--- config.mk ---
export PLATFORM = sky130hd
export DESIGN_NAME = bram_log_ctrl
export DESIGN_NICKNAME = d
export VERILOG_FILES = /design/src/rtl/bram_log_ctrl.sv
export SDC_FILE = /design/constraint.sdc
export NUM_CORES = 1
export LEC_CHECK = 0
export ABC_AREA = 1
export CAP_MARGIN = 25
export CELL_PAD_IN_SITES_DETAIL_PLACEMENT = 1
export CELL_PAD_IN_SITES_GLOBAL_PLACEMENT = 1
export CORE_MARGIN = 5
export CORE_UTILIZATION = 30
export DETAILED_ROUTE_END_ITERATION = 7
export GPL_TIMING_DRIVEN = 0
export PLACE_DENSITY = 0.8
export SYNTH_ARGS = -nofsm -noshare
export SYNTH_HDL_FRONTEND = slang
export SYNTH_SLANG_ARGS = --single-unit
--- constraint.sdc ---
create_clock -name clk -period 4.05 [get_ports clk]
set_input_delay 0.6075 -clock clk [delete_from_list [all_inputs] [get_ports clk]]
set_output_delay 0.6075 -clock clk [all_outputs]
set_load 0.1 [all_outputs]
--- src/rtl/bram_log_ctrl.sv ---
// Capture/readout sequencer for one simple dual-port block RAM with a 2-cycle registered read.
// Optional LOG_WRAP_EN turns the one-shot capture into a circular log that runs until stop.
module bram_log_ctrl #(
  parameter int RAM_EXP   = 15,
  parameter int RAM_WIDTH = 32
) (
  input  logic                 clk,
  input  logic                 i_rst,
  input  logic                 i_start,
  input  logic                 i_stop,
  input  logic [RAM_WIDTH-1:0] i_data_log,
  input  logic                 i_data_valid,
  input  logic                 i_read_req,
  input  logic [RAM_EXP-1:0]   i_read_addr,
  output logic [RAM_WIDTH-1:0] o_read_data,
  output logic                 o_read_valid,
  output logic                 o_busy,
  output logic                 o_full,
  output logic [RAM_EXP:0]     o_count,
  output logic [RAM_EXP-1:0]   o_addr_w,
  output logic [RAM_EXP-1:0]   o_addr_r,
  output logic [RAM_WIDTH-1:0] o_data_ram,
  output logic                 o_write_enb,
  output logic                 o_read_enb,
  output logic                 o_out_enb,
  output logic                 o_out_rst,
  input  logic [RAM_WIDTH-1:0] i_data_ram
);

  typedef enum logic [1:0] {IDLE, CAPTURE, DONE} state_t;

  localparam logic [RAM_EXP:0] COUNT_MAX = {1'b1, {RAM_EXP{1'b0}}};

  state_t                 state, state_nxt;
  logic [RAM_EXP-1:0]     wr_ptr;
  logic                   start_go, write_go, wrap_point, last_write, read_go;
  logic                   read_valid_q;
  logic [RAM_WIDTH-1:0]   read_hold;

  // NOTE: every signal assigned in always_comb gets a default first, so no path can infer a latch.
  always_comb begin
    start_go   = i_start && (state != CAPTURE);
    write_go   = (state == CAPTURE) && i_data_valid;
    wrap_point = write_go && (wr_ptr == '1);
`ifdef LOG_WRAP_EN
    last_write = 1'b0;
`else
    last_write = wrap_point;
`endif
    // Start has priority over a read, and only one read may be in the RAM pipeline at a time.
    read_go = i_read_req && (state != CAPTURE) && !i_start && !o_read_enb && !o_out_enb;

    state_nxt = state;
    case (state)
      IDLE:    if (start_go) state_nxt = CAPTURE;
      CAPTURE: if (i_stop || last_write) state_nxt = DONE;
      DONE:    if (start_go) state_nxt = CAPTURE;
      default: state_nxt = IDLE;
    endcase
  end

  // NOTE: sequential state uses non-blocking assignments so every register samples pre-edge values.
  always_ff @(posedge clk or posedge i_rst) begin
    if (i_rst) state <= IDLE;
    else       state <= state_nxt;
  end

  always_ff @(posedge clk or posedge i_rst) begin
    if (i_rst) begin
      wr_ptr       <= '0;
      o_count      <= '0;
      o_full       <= 1'b0;
      o_addr_w     <= '0;
      o_data_ram   <= '0;
      o_write_enb  <= 1'b0;
      o_out_rst    <= 1'b0;
      o_addr_r     <= '0;
      o_read_enb   <= 1'b0;
      o_out_enb    <= 1'b0;
      read_valid_q <= 1'b0;
      read_hold    <= '0;
    end else begin
      o_out_rst   <= start_go;
      o_write_enb <= write_go;

      if (start_go) begin
        wr_ptr  <= '0;
        o_count <= '0;
        o_full  <= 1'b0;
      end else if (write_go) begin
        o_addr_w   <= wr_ptr;
        o_data_ram <= i_data_log;
        wr_ptr     <= wr_ptr + 1'b1;
        if (o_count != COUNT_MAX) o_count <= o_count + 1'b1;
        if (wrap_point)           o_full  <= 1'b1;
      end

      // A start kills whichever read stage is in flight so no stale valid escapes.
      o_read_enb   <= read_go;
      o_out_enb    <= o_read_enb && !start_go;
      read_valid_q <= o_out_enb && !start_go;
      if (read_go)      o_addr_r  <= i_read_addr;
      if (read_valid_q) read_hold <= i_data_ram;
    end
  end

  assign o_busy       = (state == CAPTURE);
  assign o_read_valid = read_valid_q;
  assign o_read_data  = read_valid_q ? i_data_ram : read_hold;

endmodule

==> impl_metrics.csv <==
group,metric,value,unit
outcome,status,"complete, no violations",
timing,hold_violations,0,
logic_synthesis,netlist_area,0.00577,sq mm
timing,drv_slew,0,
die,start_util,30.6,%
setup_path,endpoint,"o_read_data[13]",
final_layout,layout-drive-gt1-share,13.0,%
job,maxCapViolCount,0,
route,wl_met3,1.29,mm
global_route,grt_max_degree,39,
timing,skew,0.00877,ns
route,via_count,5017,
route,drt_iter0_markers,121,
logic_synthesis,avgSynthCellArea,9.14,sq um
die,die_area,0.0221,sq mm
global_route,grt_usage,16.2,%
route,post_drt_wl_per_cell,15.7,microns
route,wl_met2,8.67,mm
setup_path,reg2reg_slack,2.41,ns
timing,setup-violations-final,0,
setup_path,setup.worst_path.class,"reg2out",
clock_network,cts_setup_buffers,0,
final_layout,syn2layout_area_growth,51.8,%
route,vias_per_cell,4.46,
setup_path,critPathArrivalTime,2.69,ns
clock_network,clkSlewWorstSetupHoldPaths,0.06,ns
setup_path,crit_required,3.44,ns
clock_network,ctsHtreeMaxLevel,4,
timing,tightest_slew,1.05,ns
route,drt-total-wl,17.6,mm
clock_network,cts.sinks,133,
logic_synthesis,yosys_warnings,0,
route,wl_met1,7.48,mm
timing,period_needed,3.30,ns
final_layout,ff_latch_area,0.00333,sq mm
setup_path,r2r-start,"o_count[0]",
timing,max_freq,0.303,GHz
die,die_w,149,microns
placed_design,routabilityCongestion,0.759,
logic_synthesis,synth_flop_cell,"dfrtp_1",
setup_path,worst-path-max-fanout,10,
timing,rsz0062_at_grt,"false",
timing,min_period_over_period,81.4,%
route,drtAntennaViolNets,0,
min_path,hp-class,"reg2reg",
logic_synthesis,ys_ff_latch,133,
setup_path,crit_start,"o_read_valid",
route,dr.pass1.iters,4,
global_route,grt_first_pass_wirelength,28.4,mm
placed_design,hpwl,13.3,mm
clock_network,ctsResizeCount,0,
setup_path,setup.worst_path.start_class,"flip-flop",
final_layout,nets,942,
global_route,grt_pass1_vias,5321,
global_route,antenna_found_initial,0,
timing,holdWs,0.480,ns
clock_network,postCtsHoldBufs,0,
logic_synthesis,synth_cell_types,30,
final_layout,antenna_cells,0,
logic_synthesis,syn_inst,631,
logic_synthesis,async_reset_ff_share,100,%
route,top_layer,"met4",
die,die_h,149,microns
placed_design,io_buffers,201,
setup_path,r2r_cells,10,
die,ioPinCount,202,
die,rows,50,
setup_path,end_kind,"output pin",
clock_network,numCtsBuffers,17,
final_layout,fillers,2160,
final_layout,multiInputGateArea,0.00214,sq mm
logic_synthesis,synth_seq_area_share,57.7,%
setup_path,reg2reg_to,"o_count[3]",
clock_network,root_buffer,"clkbuf_16",
clock_network,clk_path_buf_depth,2,
timing,setup_tns,0,ns
global_route,overflow,0,
clock_network,clk_latency,0.41,ns
route,drcViolationCount,0,
logic_synthesis,synth_nets,719,
logic_synthesis,synth_edf_count,0,
clock_network,cts_tree,"yes",
die,core,0.0188,sq mm
timing,slew_headroom,29.7,%
[worst min-delay path by stage]
stage | start | to | cells after the start
floorplan | wr_ptr[14] | o_addr_w[14] | 2
global placement | o_data_ram[1] | o_data_ram[1] | 2
detailed placement | o_addr_w[6] | o_addr_w[6] | 2
CTS | o_addr_w[6] | o_addr_w[6] | 2
global route | o_addr_w[6] | o_addr_w[6] | 2
finish | o_data_ram[18] | o_data_ram[18] | 2
[cell families after synthesis]
kind of cell / synth area share, %
AO/OA/AOI/OAI: 5.34
XOR/XNOR: 0.760
adder cells (fa/ha/maj): 0.651
buffers and inverters: 5.23
flip-flops: 57.7
multiplexers: 6.25
AND/OR/NAND/NOR: 24.0
[cells in the final DEF, fill, tap and decap left out, types with 2 or more instances in the layout]
cell,n
o21ai_0,17
buf_6,2
xor2_1,4
inv_1,41
bufinv_16,2
dfrtp_1,133
nor2_2,3
nand2_1,248
buf_2,12
clkdlybuf4s50_1,201
nand4_1,7
buf_12,3
inv_6,2
clkbuf_16,17
nor2_4,2
ha_1,3
nor2_1,45
a211oi_1,2
buf_4,3
nand2_2,5
o21bai_1,2
clkinv_2,3
nand3_1,31
clkbuf_8,2
mux2_2,32
clkinvlp_4,6
a21oi_1,8
clkbuf_1,6
o21ai_2,15
[worst max-delay path: stages (launching register included)]
cell	delay [ns]
dfrtp_1	0.35
clkbuf_1	0.25
buf_2	0.30
mux2_2	0.38
clkdlybuf4s50_1	1.00
[final cells by class]
| type | count | area share (%) |
|---|---|---|
| clock buffer | 19 | 5.18 |
| multi-input combinational | 430 | 24.4 |
| clock inverter | 12 | 1.49 |
| inverter | 45 | 2.03 |
| sequential | 133 | 38.0 |
| tap | 260 | 3.72 |
| buffer | 23 | 1.46 |
| timing repair buffer | 204 | 23.7 |
[through the flow]
step	utilization, %	instances	setup slack (ns)	cell area, sq um
2_1_floorplan	-	631	1.50	5770
3_3_place_gp	43.0	1092	0.433	8110
3_5_place_dp	43.4	1095	1.02	8170
4_1_cts	46.5	1126	0.680	8750
5_1_grt	46.5	1126	0.598	8750
6_report	46.5	1126	0.753	8750
[metal layers]
layer | GRT usage [%] | vias up
met5 | 0 | -
met4 | 4.67 | 0
met3 | 5.12 | 14
met2 | 27.5 | 143
met1 | 19.8 | 2430
li1 | - | 2430
[sequential cells by signal (all words and copies together) (netlist names), 2 cells and up]
register    flops
o_data_ram     32
read_hold      32
o_count        16
o_addr_r       15
o_addr_w       15
wr_ptr         15
state           2
[synth_stat cells, drive strengths merged (2+ instances only)]
cell	count	area, sq um
a211oi	2	15.0
a21oi	8	40.0
buf	17	105
clkbuf	6	22.5
dfrtp	133	3330
ha	3	37.5
inv	44	170
mux2	32	360
nand2	253	962
nand3	32	165
nand4	7	43.8
nor2	50	210
o21ai	33	221
o21bai	2	15.0
xor2	4	35.0
Power is left out: the tool's default activity adds up to more than one toggle a clock period on the data nets, which glitch-free logic cannot reach.
